### src/rtl/apb_slv_pkg.sv
// Shared types for the APB register-file completer.
// Holds the FSM state enum, the status word offset and the error codes.
package apb_slv_pkg;

  typedef enum logic [1:0] {
    IDLE  = 2'd0,
    WAIT  = 2'd1,
    READY = 2'd2
  } state_t;

  localparam logic [1:0] ERR_NONE  = 2'd0;
  localparam logic [1:0] ERR_ALIGN = 2'd1;
  localparam logic [1:0] ERR_RANGE = 2'd2;
  localparam logic [1:0] ERR_RO    = 2'd3;

  // Status word sits directly after the last RW register.
  function automatic int unsigned status_offset(
    input int unsigned num_regs
  );
    return num_regs * 4;
  endfunction

endpackage

### src/rtl/apb_slv_addr_decode.sv
// Address decoder for the APB register-file completer (combinational).
// Ports: addr/write in; hit_rw, hit_status, idx, err out.
module apb_slv_addr_decode #(
  parameter int ADDR_WIDTH = 32,
  parameter int NUM_REGS   = 8,
  parameter int IDX_W      = 3
) (
  input  logic [ADDR_WIDTH-1:0] addr,
  input  logic                  write,
  output logic                  hit_rw,
  output logic                  hit_status,
  output logic [IDX_W-1:0]      idx,
  output logic                  err
);
  import apb_slv_pkg::*;

  localparam logic [ADDR_WIDTH-1:0] STAT =
    ADDR_WIDTH'(status_offset(NUM_REGS));

  logic       misal;
  logic [1:0] err_code;

  assign misal = (addr[1:0] != 2'b00);
  assign idx   = addr[2 +: IDX_W];
  assign err   = (err_code != ERR_NONE);

  always_comb begin
    err_code   = ERR_NONE;
    hit_rw     = 1'b0;
    hit_status = 1'b0;
    unique case (1'b1)
      misal:
        err_code = ERR_ALIGN;
      !misal && (addr > STAT):
        err_code = ERR_RANGE;
      !misal && (addr == STAT) && write:
        err_code = ERR_RO;
      !misal && (addr == STAT) && !write:
        hit_status = 1'b1;
      default:
        hit_rw = 1'b1;
    endcase
  end

endmodule

### src/rtl/apb_slave_regfile.sv
// APB3 completer with NUM_REGS RW registers and one RO status word.
// Ports: APB (psel/penable/pwrite/paddr/pwdata -> prdata/pready/pslverr),
// i_status in, o_regs flat out, o_wr_pulse/o_wr_idx write strobe.
module apb_slave_regfile #(
  parameter int DATA_WIDTH  = 32,
  parameter int ADDR_WIDTH  = 32,
  parameter int NUM_REGS    = 8,
  parameter int WAIT_CYCLES = 0
) (
  input  logic                           i_clk_apb,
  input  logic                           i_rst_apb,
  input  logic                           i_psel,
  input  logic                           i_penable,
  input  logic                           i_pwrite,
  input  logic [ADDR_WIDTH-1:0]          i_paddr,
  input  logic [DATA_WIDTH-1:0]          i_pwdata,
  output logic [DATA_WIDTH-1:0]          o_prdata,
  output logic                           o_pready,
  output logic                           o_pslverr,
  input  logic [DATA_WIDTH-1:0]          i_status,
  output logic [NUM_REGS*DATA_WIDTH-1:0] o_regs,
  output logic                           o_wr_pulse,
  output logic [$clog2(NUM_REGS)-1:0]    o_wr_idx
);
  import apb_slv_pkg::*;

  localparam int IDX_W = $clog2(NUM_REGS);
  localparam int CNT_W = 4;

  state_t                  state;
  logic [ADDR_WIDTH-1:0]   addr_q;
  logic                    write_q;
  logic [DATA_WIDTH-1:0]   wdata_q;
  logic [CNT_W-1:0]        cnt;
  logic [DATA_WIDTH-1:0]   regs [NUM_REGS];

  logic [ADDR_WIDTH-1:0]   dec_addr;
  logic                    dec_write;
  logic                    hit_rw;
  logic                    hit_status;
  logic [IDX_W-1:0]        idx;
  logic                    err;
  logic [DATA_WIDTH-1:0]   rd_data;

  // In IDLE the decoder sees the live setup so a zero-wait transfer can
  // answer on the setup edge; afterwards it sees the latched transfer.
  assign dec_addr  = (state == IDLE) ? i_paddr  : addr_q;
  assign dec_write = (state == IDLE) ? i_pwrite : write_q;

  apb_slv_addr_decode #(
    .ADDR_WIDTH (ADDR_WIDTH),
    .NUM_REGS   (NUM_REGS),
    .IDX_W      (IDX_W)
  ) u_dec (
    .addr       (dec_addr),
    .write      (dec_write),
    .hit_rw     (hit_rw),
    .hit_status (hit_status),
    .idx        (idx),
    .err        (err)
  );

  always_comb begin
    rd_data = '0;
    if (!dec_write && !err) begin
      if (hit_status)  rd_data = i_status;
      else if (hit_rw) rd_data = regs[idx];
    end
  end

  for (genvar k = 0; k < NUM_REGS; k++) begin : g_out
    assign o_regs[k*DATA_WIDTH +: DATA_WIDTH] = regs[k];
  end

  always_ff @(posedge i_clk_apb) begin
    if (i_rst_apb) begin
      state      <= IDLE;
      addr_q     <= '0;
      write_q    <= 1'b0;
      wdata_q    <= '0;
      cnt        <= '0;
      o_prdata   <= '0;
      o_pready   <= 1'b0;
      o_pslverr  <= 1'b0;
      o_wr_pulse <= 1'b0;
      o_wr_idx   <= '0;
      for (int k = 0; k < NUM_REGS; k++) regs[k] <= '0;
    end else begin
      o_wr_pulse <= 1'b0;
      unique case (state)
        IDLE: begin
          if (i_psel && !i_penable) begin
            addr_q  <= i_paddr;
            write_q <= i_pwrite;
            wdata_q <= i_pwdata;
            if (WAIT_CYCLES == 0) begin
              state     <= READY;
              o_pready  <= 1'b1;
              o_pslverr <= err;
              o_prdata  <= rd_data;
            end else begin
              cnt   <= CNT_W'(WAIT_CYCLES - 1);
              state <= WAIT;
            end
          end
        end
        WAIT: begin
          if (!i_psel) begin
            state <= IDLE;
          end else if (cnt == '0) begin
            state     <= READY;
            o_pready  <= 1'b1;
            o_pslverr <= err;
            o_prdata  <= rd_data;
          end else begin
            cnt <= cnt - 1'b1;
          end
        end
        READY: begin
          // Dropping psel here abandons the transfer without a commit.
          if (!i_psel || i_penable) begin
            if (i_psel && write_q && !err && hit_rw) begin
              regs[idx]  <= wdata_q;
              o_wr_pulse <= 1'b1;
              o_wr_idx   <= idx;
            end
            state     <= IDLE;
            o_pready  <= 1'b0;
            o_pslverr <= 1'b0;
            o_prdata  <= '0;
          end
        end
        default: state <= IDLE;
      endcase
    end
  end

endmodule

### config.mk
export PLATFORM = sky130hd
export DESIGN_NAME = apb_slave_regfile
export DESIGN_NICKNAME = d
export VERILOG_FILES = /design/src/rtl/apb_slv_pkg.sv /design/src/rtl/apb_slv_addr_decode.sv /design/src/rtl/apb_slave_regfile.sv
export SDC_FILE = /design/constraint.sdc
export NUM_CORES = 1
export LEC_CHECK = 0
export ABC_AREA = 0
export ABC_CLOCK_PERIOD_IN_PS = 4600
export BUFFER_PORTS_ARGS = -buffer_cell sky130_fd_sc_hd__buf_2
export CAP_MARGIN = 20
export CORE_ASPECT_RATIO = 1.4
export CORE_UTILIZATION = 45
export CTS_CLUSTER_SIZE = 14
export DETAILED_ROUTE_END_ITERATION = 7
export PLACE_DENSITY = 0.82
export SLEW_MARGIN = 15
export SYNTH_ARGS = -nofsm -noshare
export SYNTH_HDL_FRONTEND = slang
export SYNTH_HIERARCHICAL = 1
export SYNTH_SLANG_ARGS = --single-unit
### constraint.sdc
create_clock -name i_clk_apb -period 4.6 [get_ports i_clk_apb]
set_clock_uncertainty 0.2 [all_clocks]
set_input_delay 0.92 -clock i_clk_apb [delete_from_list [all_inputs] [get_ports i_clk_apb]]
set_output_delay 0.92 -clock i_clk_apb [all_outputs]
set_load 0.01 [all_outputs]
# [Word-level counts from Yosys, hierarchy flattened]
# Memories as Yosys holds them, arrays and structs flattened.
# Cells that the tools add are included.
[word_totals] register_bits=109 mem_bits_rw=256 in_bits=101 out_inout_bits=294 wordCells=86 memories=1
[classes] add_sub_neg=1 magnitude_cmp=1 n_eq_ne=8 n_mux=37 bitwise_logic=1 n_reduce_logical=27
[memory_table] memory="regs" words=8 word_bits=32 rd=9 rd_clocked_by_memory_dff=0 wr=8 line_no="apb_slave_regfile.sv:35" rtl="logic [DATA_WIDTH-1:0] regs [NUM_REGS];"
[ops] cell="$mux W32" n=9
[ops] cell="$pmux W32 S3" n=1
[ops] cell="$eq A32 B6 Y1 const B" n=1
[ops] cell="$gt A32 B6 Y1 const B" n=1
[ops] cell="$reduce_or A32 Y1" n=1
[ops] cell="$mux W1" n=18
[ops] cell="$pmux W2 S3" n=2
[ops] cell="$logic_and A1 B1 Y1" n=9
[ops] cell="$reduce_and A3 Y1" n=3
[ops] cell="$mux W2" n=4
[ops] cell="$ne A2 B2 Y1 const B" n=3
[ops] cell="$pmux W1 S3" n=2
[ops] cell="$logic_not A1 Y1" n=5
[ops] cell="$reduce_and A5 Y1" n=1
[ops] cell="$logic_not A4 Y1" n=1
[ops] cell="$reduce_bool A2 Y1" n=2
[ops] cell="$reduce_or A4 Y1" n=1
[ops] cell="$sub A4 B1 Y4 const B" n=1
[ops] cell="$mux W3" n=1
[ops] cell="$ne A3 B3 Y1 const B" n=1
[ops] cell="$reduce_bool A3 Y1" n=1
[ops] cell="$eq A2 B1 Y1 const B" n=1
[ops] cell="$eq A2 B2 Y1 const B" n=1
[ops] cell="$logic_not A2 Y1" n=1
[ops] cell="other kinds (4)" n=4

# [Longest topological paths before layout]
# Gate-level depths: netlist of the first run.
[logic_depth] ltp_word=18 ltp_mapped=12 depth_no_buf=9

# [By module]
# The synthesis of the first run kept the hierarchy.
[by_module_without_submodules] mod="apb_slave_regfile" n_inst=1 cells_per_inst=1289 area_per_inst_um2=16021.6 seq_area_each_um2=9749.4
[by_module_without_submodules] mod="apb_slv_addr_decode" n_inst=1 cells_per_inst=19 area_per_inst_um2=140.1 seq_area_each_um2=0.0

# [Worst setup path after synthesis of the first run]
# OpenSTA, ideal clock, no wires.
[synth_path] path_type="register to register" start="register, netlist name o_pready" end="memory regs[0][0] (enable)" setup_time_ns=0.388 arrival_ns=3.978 required_ns=4.012 path_slack_ns=0.034 stages_incl_launch_ff=13 n_path_buf=4 period_less_slack_ns=4.566 path_cell_list="dfxtp_1 > clkbuf_1 > clkbuf_1 > mux2_2 > nor4_2 > nand3_1 > a211o_1 > and4b_1 > nand4b_1 > inv_1 > clkbuf_1 > buf_2 > a21o_1"
[synth_lines] element="end, declared" line_no="apb_slave_regfile.sv:35"

==> metrics.txt, run 1 <==
most used cell, CP buf_4; layout cells sized above 1 between 30% and 40%; total grt overflow 0; Worst-path clk slew about 0.060 ns; Setup TNS Final 0 ns; EDFF count, synth 256; GR Util All Layers between 20% and 30%; final hold vios 0; Mapped Cells ~1,300; Placed Area between 15,000 and 20,000 sq um; Max-Cap Viols 0; Post-DP HPWL roughly 37 mm; Die Height roughly 230 um; Hold WC Path Type reg2reg; mapped cell area between 15,000 and 20,000 sq um; Initial Util a little under half; core area about 35,000 sq um; Inst Count DP 2,098; startpoint types register; Total Power 8.33 mW; hold slack ~0.26 ns; CTS tree done; setup repair bufs after CTS 0; cell at the slowest stage of the critical path nor4_1; Syn Area/Cell roughly 12 sq um; final instance area ~20,000 sq um; synth-to-layout area growth 23.9%; Max Root-Sink Buffers 3; clock buffer count from CTS 36; crit path capture type register; Detailed Routing Iterations Pass 1 7; part of the Yosys area used for sequential elements between 60 and 70%; Post-Syn Nets around 1,400; First DRT Iteration DRCs between 1,000 and 1,500; Detailed Route WL between 50 and 60 mm; Ys Warns 6; crit path time final a little over 4 ns; die width 162 um; Critical Path, Cell by Cell buf_12 -> mux2_2 -> nor4_1 -> nand4_1 -> a211o_1 -> and4b_1 -> nand4b_1 -> buf_4 -> nor4b_4 -> buf_4 -> and2_1; initial antenna violation count 2; Die ar. roughly 37,000 sq um; GPL Wtd Cong between 0.8 and 0.9; Relative slew margins between 30% and 40%; row count 81; number of global-route vias before repair 12,400; vias per cell ~6; RSZ-0062 raised after global routing false; routed len/inst 25.3 um; I/O pin count ~400; pin count of the biggest net entering global routing just under 90; pre-CTS setup slack roughly 0.37 ns; Residual DRC 0; Layout Cells excl Fill between 2,000 and 2,500; worst setup path class reg2reg; CTS resizes 0; post-synthesis async set-or-reset flop share 0%; Final Max Tran Viols 0; Nets around 1,800; hold buffer count at cts 0; vias roughly 13,000; Worst path max stage delay 0.50 ns; Least-Margin Pin Slew ~0.94 ns; Critical Path AT approximately 4.2 ns; Cell Pwr Density between 400 and 500 nW/um^2; #FFs+latches synth approximately 360; Data required, critical path 4.77 ns; Lkg Pwr around 8.4 nW; final setup fails 0; clock sink count 359; utilization after layout a little under three fifths; global-route wire length before repair 77.5 mm; Root Buffer clkbuf_16; CP max FO 40; Synth cell types 47; CTS H-tree depth 2; fillers 2,865; Max VDD drop between 0.0003 and 0.0004 V; most frequently used flop master after synthesis edfxtp_1; setup ws final between 0.5 and 0.6 ns; outcome finished clean; Clk Latency, worst-skew pair 0.52 ns; crit share post-route between 80% and 90%; IO buf count roughly 390; Post-DRT Antenna Nets 0; Max Freq around 0.25 GHz
==> layer usage <==
layer  track usage (%)  routed length (um)  up-vias  share of wire [%]
li1                  -                   -     5571                  -
met1              34.1               19600     6237                 36
met2              49.6               27300      803                 50
met3              6.30                5180      161                9.4
met4              15.4                2780        2                5.1
met5                 0                  13        -              0.024
==> critical path, delay by kind of cell, from the launching register on <==
family,cells,cell delay (ns)
mux,1,0.36
buf+inv,3,0.88
flops,1,0.36
compound gates,1,0.33
simple gates,6,1.72
==> synthesized netlist by cell type, drive strengths merged (5+ instances only) <==
| cell | count | area [sq um] |
|---|---|---|
| nand3 | 24 | 120 |
| o21ai | 27 | 135 |
| or3b | 9 | 78.8 |
| mux4 | 11 | 248 |
| dfxtp | 103 | 2060 |
| mux2 | 39 | 439 |
| mux2i | 132 | 1320 |
| and3 | 70 | 438 |
| a211oi | 29 | 218 |
| nor3 | 5 | 25.0 |
| and2 | 193 | 1210 |
| a222oi | 20 | 200 |
| o2bb2ai | 11 | 96.3 |
| buf | 19 | 106 |
| a21oi | 78 | 394 |
| edfxtp | 256 | 7690 |
| a22oi | 21 | 158 |
| nor4 | 8 | 75.1 |
| clkbuf | 91 | 342 |
| nand2 | 31 | 116 |
| or2 | 6 | 37.5 |
| nor2 | 80 | 300 |
| o211ai | 9 | 67.6 |
==> layout make-up <==
type | instances | area [sq um] | area share [%]
antenna | 1 | 2.50 | 0.0125
tap | 456 | 571 | 2.85
timing repair buffer | 445 | 2560 | 12.8
clock buffer | 49 | 991 | 4.95
inverter | 4 | 15.0 | 0.0750
sequential | 359 | 9750 | 48.7
clock inverter | 15 | 101 | 0.506
multi-input combinational | 835 | 6040 | 30.1
==> layout by cell type (no fill, tap or decap), types with 4 or more instances in the layout <==
master | Yosys | layout
nand3_1 | 24 | 24
nor3_2 | 0 | 4
mux2i_1 | 132 | 132
nor4_1 | 4 | 4
nor2_1 | 80 | 80
or2_2 | 6 | 6
clkbuf_16 | 0 | 37
and2_1 | 193 | 193
mux4_2 | 11 | 11
a21oi_1 | 77 | 77
clkbuf_1 | 91 | 10
clkinv_2 | 0 | 9
or3b_2 | 9 | 9
o21ai_0 | 27 | 27
a211oi_1 | 29 | 29
buf_12 | 0 | 16
a222oi_1 | 20 | 20
a22oi_1 | 21 | 21
and3_1 | 70 | 68
buf_2 | 13 | 393
o2bb2ai_1 | 11 | 11
o211ai_1 | 9 | 9
dfxtp_1 | 103 | 103
buf_4 | 3 | 35
nand2_1 | 31 | 31
nor4_2 | 4 | 4
edfxtp_1 | 256 | 256
mux2_2 | 39 | 36
==> power by group <==
group | internal, mW | switching [mW] | total, mW
Clock | 1.57 | 1.21 | 2.78
Sequential | 3.59 | 0.130 | 3.72
Combinational | 0.699 | 1.13 | 1.83
Total | 5.86 | 2.48 | 8.33
==> kinds of logic (layout without fill, tap and decap cells) <==
family,count (synthesis),count (layout),share of synthesized area (%)
compound gates,208,208,8.49
xor+xnor,1,1,0.0542
fa+ha+maj,2,2,0.155
other cells,0,1,0
mux,182,182,12.4
simple gates,442,442,15.7
buf+inv,114,513,2.86
flops,359,359,60.3
==> sequential cells by signal, indices dropped and copies added, names as in the netlist <==
register / flops
o_pslverr: 1
o_wr_idx: 3
regs: 256
write_q: 1
wdata_q: 32
o_prdata: 32
o_wr_pulse: 1
addr_q: 32
o_pready: 1
==> path summary, 6_finish.rpt <==
kind	from	end	slack, ns	cells after the start
setup / recovery	o_pready	regs[4][5]	0.57	11
hold / removal	o_wr_idx[0]	o_wr_idx[0]	0.26	2
setup reg to reg	o_pready	regs[4][5]	0.57	11
hold reg to reg	o_wr_idx[0]	o_wr_idx[0]	0.26	2
(Power assumes the default switching activity.)
==> run 2, diff against run 1 <==
--- a/config.mk
+++ b/config.mk
@@ -5,7 +5,7 @@
 export SDC_FILE = /design/constraint.sdc
 export NUM_CORES = 1
 export LEC_CHECK = 0
-export ABC_AREA = 0
+export ABC_AREA = 1
 export ABC_CLOCK_PERIOD_IN_PS = 4600
 export BUFFER_PORTS_ARGS = -buffer_cell sky130_fd_sc_hd__buf_2
 export CAP_MARGIN = 20
@@ -13,7 +13,8 @@
 export CORE_UTILIZATION = 45
 export CTS_CLUSTER_SIZE = 14
 export DETAILED_ROUTE_END_ITERATION = 7
-export PLACE_DENSITY = 0.82
+export PLACE_DENSITY = 0.81
+export REMOVE_ABC_BUFFERS = 1
 export SLEW_MARGIN = 15
 export SYNTH_ARGS = -nofsm -noshare
 export SYNTH_HDL_FRONTEND = slang
==> run 2 against run 1 <==
  * Power shrank 4.1%
  * Sequential share of layout area fell by 0.41 points
  * Cell area is 0.85% higher
  * Clock-buffer cell count increased by 3
  * Sequential power hardly changed
  * Wire length grew 1.8%
  * Synthesized area increased by 3.8%
  * Fmax shrank 0.84%
  * Via count increased by 21%
  * Flip-flop and latch count did not move
  * Critical path depth rose by 4
  * Cell count rose by 33%
  * Largest cell class unchanged
  * Highest routed layer unchanged
==> metrics.txt, run 2 <==
IO buf count 394 (unchanged); max reg flops 256 (unchanged); Setup TNS Final 0 ns (unchanged); Root Buffer clkbuf_16; startpoint types register; fillers 3,210 (+12%); mapped cell area 16,800 sq um (+3.8%); commonest cells in the netlist nand2_1, nor2_1, edfxtp_1; routed len/inst 19.3 um (-24%); vias 15,400 (+21%); hold buffer count at cts 0 (unchanged); Data required, critical path 4.63 ns (-0.14 ns); Post-DRT Antenna Nets 0 (unchanged); Synth area leader edfxtp_1; final setup fails 0 (unchanged); Die ar. 38,100 sq um (+3.7%); I/O pin count 395 (unchanged); most frequent cells in the layout nand2_1, buf_2, nor2_1; layout cells sized above 1 21.3% (-13 points); vias per cell 5.34 (-9.6%); row count 83 (+2.5%); CTS H-tree depth 2 (unchanged); Ys Warns 6 (unchanged); Post-DP HPWL 37.3 mm (+1.6%); clock buffer count from CTS 36 (unchanged); crit path capture type register; Most flops, register regs; Critical R2R Capture regs[3][9]; most common cell after layout, fill and taps aside nand2_1; Final Max Tran Viols 0 (unchanged); Die Height 230 um (+1.8%); total grt overflow 0 (unchanged); CP max FO 34 (-15%); Max Freq 0.246 GHz (-0.84%); crit share post-route 88.4% (+0.74 points); Residual DRC 0 (unchanged); final hold vios 0 (unchanged); initial antenna violation count 4 (+2); CTS tree done; RSZ-0062 raised after global routing false; post-synthesis async set-or-reset flop share 0% (unchanged); global-route wire length before repair 82.0 mm (+5.8%); #FFs+latches synth 359 (unchanged); R2R setup slack 0.53 ns (-0.03 ns); Detailed Route WL 55.8 mm (+1.8%); Synth cell types 23 (-51%); worst setup path class reg2reg; Placed Area 18,900 sq um (+0.11%); Lkg Pwr 9.51 nW (+13%); Hold WC Path Type reg2reg; outcome finished clean; most frequent cell after synthesis nand2_1; Worst-path clk slew 0.06 ns (about the same); GPL Wtd Cong 0.892 (+0.48%); die width 165 um (+1.8%); EDFF count, synth 256 (unchanged); Detailed Routing Iterations Pass 1 6 (-1); Critical Path AT 4.09 ns (-0.12 ns); most frequently used flop master after synthesis edfxtp_1; clock sink count 359 (unchanged); part of the Yosys area used for sequential elements 58.1% (-2.2 points); hold wc startpoint o_prdata[14]; Relative slew margins 35.4% (-1.9 points); Initial Util 45.7% (-0.21 points); Least-Margin Pin Slew 0.966 ns (+0.0259 ns); Clk Latency, worst-skew pair 0.54 ns (+0.02 ns); final instance area 20,200 sq um (+0.85%); Max VDD drop 0.000273 V (-17%); Max-Cap Viols 0 (unchanged); Syn Area/Cell 8.21 sq um (-34%); top-area cell type share of the netlist area 45.8% (-1.7 points); pin count of the biggest net entering global routing 98 (+13%); Nets 2,492 (+40%); First DRT Iteration DRCs 1,706 (+36%); Crit Reg-Reg Startpoint o_pready; core area 36,700 sq um (+4.2%); crit path time final 4.07 ns (+0.0341 ns); Max Root-Sink Buffers 3 (unchanged); Cell Pwr Density 396 nW/um^2 (-4.9%); GR Util All Layers 28.8% (-0.28 points); synth top area cells edfxtp_1, nand2_1, dfxtp_1, nor2_1, inv_1; synth-to-layout area growth 20.4%; number of global-route vias before repair 14,600 (+17%); worst hold stages 2 (unchanged); Hold Path End o_prdata[14]; Mapped Cells 2,044 (+56%); Worst Reg-to-Reg Cells 15 (+4); Total Power 7.99 mW (-4.1%)
[run 2: area by class of cell]
class                      instances  area (sq um)  area share, %
timing repair buffer             424          2280           11.3
multi-input combinational       1368          5580           27.6
inverter                         200           756           3.74
clock buffer                      52          1030           5.11
sequential                       359          9750           48.3
clock inverter                    14           201          0.997
tap                              467           584           2.89
antenna                            3          7.51         0.0372
[run 2: power breakdown]
group	internal [mW]	total [mW]	switching, mW
registers	3.59	3.69	0.102
clock network	1.85	3.10	1.25
logic	0.331	1.20	0.869
[run 2: how the worst max path moves through the flow]
stage	slack, ns	endpoint	cells past startpoint	from
3_5_place_dp	0.47	regs[6][1]	14	o_pready
3_3_place_gp	0.61	regs[6][19]	14	o_pready
6_report	0.53	regs[3][9]	15	o_pready
2_1_floorplan	-2.51	regs[0][0]	6	o_pready
5_1_grt	0.13	regs[0][16]	15	o_pready
4_1_cts	0.41	regs[6][2]	14	o_pready
[run 2: cells by family (layout without fill, tap and decap cells)]
family	Yosys count	in the layout	synth area share (%)
adders and majority gates	2	2	0.149
AOI/OAI and AO/OA	136	136	4.06
other	0	3	0
and+or+nand+nor	1230	1230	28.7
DFF	359	359	58.1
buffers and inverters	317	690	8.98
[run 2: routing by layer]
metal	global-route usage, %	routed length, um	vias up
met3	5.30	5120	243
li1	-	-	7032
met5	0	12	-
met2	48.7	27600	952
met4	18.2	3430	2
met1	33.1	19600	7184
[run 2: per-stage QoR]
step           util (%)  setup WS, ns  hold WS, ns  cells
2_1_floorplan         -         -2.51        0.263   1927
6_report           55.1         0.534        0.261   2887
4_1_cts            55.0         0.407        0.263   2884
5_1_grt            55.1         0.131        0.287   2887
3_5_place_dp       51.7         0.469        0.254   2818
3_3_place_gp       51.7         0.609        0.248   2818
[run 2: repair_timing]
action | 4_1_cts | 5_1_grt
endpoints found under the setup margin | 0 | 96
buffers inserted | 0 | 0
resized for setup | 0 | 3
[run 2: worst max-delay path, stage by stage, from the launching register on]
cell and delay (ns):
dfxtp_1 0.71, inv_2 0.43, nand2_1 0.14, nand2_1 0.06, nor2_1 0.10, nand2_1 0.06
nor2_1 0.15, nand2_1 0.15, nor2_2 0.16, nor2_1 0.12, nor3_2 0.34, nand2_2 0.19
nor2_4 0.18, nand2_2 0.08, nand2_2 0.39, buf_12 0.24
==> run 3, diff against run 2 <==
--- a/config.mk
+++ b/config.mk
@@ -7,7 +7,7 @@
 export LEC_CHECK = 0
 export ABC_AREA = 1
 export ABC_CLOCK_PERIOD_IN_PS = 4600
-export BUFFER_PORTS_ARGS = -buffer_cell sky130_fd_sc_hd__buf_2
+export BUFFER_PORTS_ARGS = -buffer_cell sky130_fd_sc_hd__buf_4
 export CAP_MARGIN = 20
 export CORE_ASPECT_RATIO = 1.4
 export CORE_UTILIZATION = 45
==> constraint.sdc (replaced) <==
create_clock -name i_clk_apb -period 4.6 [get_ports i_clk_apb]
set_clock_uncertainty 0.2 [all_clocks]
set_input_delay 0 -clock i_clk_apb [delete_from_list [all_inputs] [get_ports i_clk_apb]]
set_output_delay 0 -clock i_clk_apb [all_outputs]
set_load 0.01 [all_outputs]
==> run 3 against run 2 <==
  * Critical path depth is 2 higher
  * Utilization is 5.9 points higher
  * Via count is 5.3% higher
  * Clock power is 5% lower
  * Largest power group unchanged
  * Sequential power hardly changed
==> metrics.txt, run 3 (same netlist as run 2, synthesis figures left out) <==
global-route wire length before repair 88.1 mm (+7.4%); GPL Wtd Cong 0.916 (+2.7%); utilization after layout 61.0% (+5.9 points); CTS H-tree depth 2 (unchanged); die width 165 um (unchanged); worst setup path class reg2reg; core area 36,700 sq um (unchanged); Max Root-Sink Buffers 3 (unchanged); IO buf count 394 (unchanged); crit path time final 4.25 ns (+0.185 ns); initial antenna violation count 1 (-3); Max Freq 0.235 GHz (-4.4%); CTS tree done; number of global-route vias before repair 15,800 (+8.5%); final setup fails 0 (unchanged); Most flops, register regs; critical path's top delay family buffers and inverters; Post-DP HPWL 37.5 mm (+0.60%); Root Buffer clkbuf_16; Detailed Route WL 59.8 mm (+7.0%); RSZ-0062 raised after global routing false; Critical Path, Cell by Cell buf_4 -> inv_2 -> nand2_1 -> nand2_4 -> buf_6 -> buf_4 -> nand2_1 -> nand2_1 -> nand2_1 -> nand2_1 -> nand2_1 -> nand2_1 -> nand2_1 -> nand2_1 -> nand2_1 -> a21oi_1 -> dlygate4sd3_1; Detailed Routing Iterations Pass 1 6 (unchanged); met1 Track Usage GR 34.4% (+1.3 points); Residual DRC 0 (unchanged); busiest layer in global routing met2; startpoint types register; max reg flops 256 (unchanged); Critical Path AT 4.51 ns (+0.42 ns); clock sink count 359 (unchanged); Bufs and invs on worst path 5 (+3); Max-Cap Viols 0 (unchanged); crit path capture type register; layout cells sized above 1 20.4% (-0.91 points); Data required, critical path 4.86 ns (+0.23 ns); Lkg Pwr 10.3 nW (+8.7%); outcome finished clean; Initial Util 45.7% (unchanged); I/O pin count 395 (unchanged); routed len/inst 19.8 um (+2.3%); Worst path max stage delay 0.63 ns (-0.08 ns); Clk Latency, worst-skew pair 0.54 ns (about the same); Nets 2,629 (+5.5%); Hold WC Path Type in2reg; pin count of the biggest net entering global routing 75 (-23%); Final Max Tran Viols 0 (unchanged); Relative slew margins 33.1% (-2.3 points); final hold vios 0 (unchanged); Total Power 7.96 mW (-0.40%); Post-DRT Antenna Nets 0 (unchanged); Die ar. 38,100 sq um (unchanged); global-route track usage on met2 53.8% (+5.1 points); synth-to-layout area growth 33.4%; crit share post-route 92.4% (+4.0 points); vias per cell 5.37 (+0.58%); Cell Pwr Density 356 nW/um^2 (-10%); most used cell, CP nand2_1; total grt overflow 0 (unchanged); First DRT Iteration DRCs 1,866 (+9.4%); Die Height 230 um (unchanged); met3 GRT Util 5.79% (+0.49 points); most common cell after layout, fill and taps aside nand2_1; GR Util All Layers 31.0% (+2.2 points); vias 16,200 (+5.3%); CP max FO 74 (+120%); Least-Margin Pin Slew 1.00 ns (+0.0345 ns); Max VDD drop 0.000272 V (-0.58%); row count 83 (unchanged); cell at the slowest stage of the critical path buf_4; clock buffer count from CTS 36 (unchanged); Worst-path clk slew 0.06 ns (about the same); most frequent cells in the layout nand2_1, buf_4, nor2_1; fillers 2,943 (-8.3%)
## run 3: cell types whose count changed in the layout (fill, tap and decap cells not counted), sizes merged
cell and delta:
buf +2, bufinv -4, clkbuf -5, clkinv +9, clkinvlp +1, diode -2, dlygate4sd3 +135, inv -1
## run 3: area by class of cell
class / count / area [sq um] / share of cell area [%]
repair buffers: 561 / 4570 / 20.4
multi-input cells: 1368 / 5570 / 24.9
flip-flops and latches: 359 / 9750 / 43.6
diodes: 1 / 2.50 / 0.0112
clock buffers: 47 / 1020 / 4.58
inverters: 200 / 756 / 3.38
well taps: 467 / 584 / 2.61
clock inverters: 19 / 128 / 0.570
## run 3: what timing repair did
| item | CTS | global route |
|---|---|---|
| setup endpoints to repair | 0 | 6 |
| hold endpoints to repair | 103 | 0 |
| hold buffers | 135 | 0 |
| resized for setup | 0 | 1 |
| setup buffers | 0 | 0 |
## run 3: metal layers
metal  vias up  share of wire [%]  wire (um)
met2      1127                 50      29900
met4         0                6.7       3980
met3       294                9.8       5830
met1      7494                 34      20000
li1       7312                  -          -
met5         -                  0          0
## run 3: final timing paths
path / from / to / slack [ns] / cells after the start
setup / recovery: o_pready / o_prdata[8] / 0.35 / 17
hold / removal: i_paddr[5] / addr_q[5] / 0.05 / 4
setup reg to reg: o_pready / o_prdata[8] / 0.35 / 17
hold reg to reg: o_pslverr / o_pslverr / 0.27 / 2
## run 3: worst register-to-register path, cell delays in order (launching register included)
cell	delay, ns
dfxtp_1	0.31
buf_4	0.20
inv_2	0.42
nand2_1	0.20
nand2_4	0.13
buf_6	0.47
buf_4	0.73
nand2_1	0.13
nand2_1	0.09
nand2_1	0.05
nand2_1	0.09
nand2_1	0.05
nand2_1	0.08
nand2_1	0.09
nand2_1	0.10
nand2_1	0.05
a21oi_1	0.20
dlygate4sd3_1	0.59
## run 3: metrics by stage
stage / setup slack (ns) / hold slack (ns) / cells / instance area, sq um / setup TNS (ns)
after floorplan: -2.51 / -0.131 / 1927 / 16000 / -1052.39
after global placement: 0.876 / 0.0363 / 2820 / 19900 / 0
after detailed placement: 0.748 / 0.0425 / 2820 / 19900 / 0
after CTS: 0.336 / 0.0165 / 3021 / 22400 / 0
after global routing: 0.0541 / 0.0415 / 3022 / 22400 / 0
final: 0.349 / 0.0497 / 3022 / 22400 / 0
## run 3: power by group
| part | leakage [nW] | switching, mW | internal (mW) |
|---|---|---|---|
| Combinational | 6.28 | 0.895 | 0.446 |
| Sequential | 3.48 | 0.0987 | 3.59 |
| Clock | 0.573 | 1.29 | 1.64 |
| Total | 10.3 | 2.28 | 5.67 |
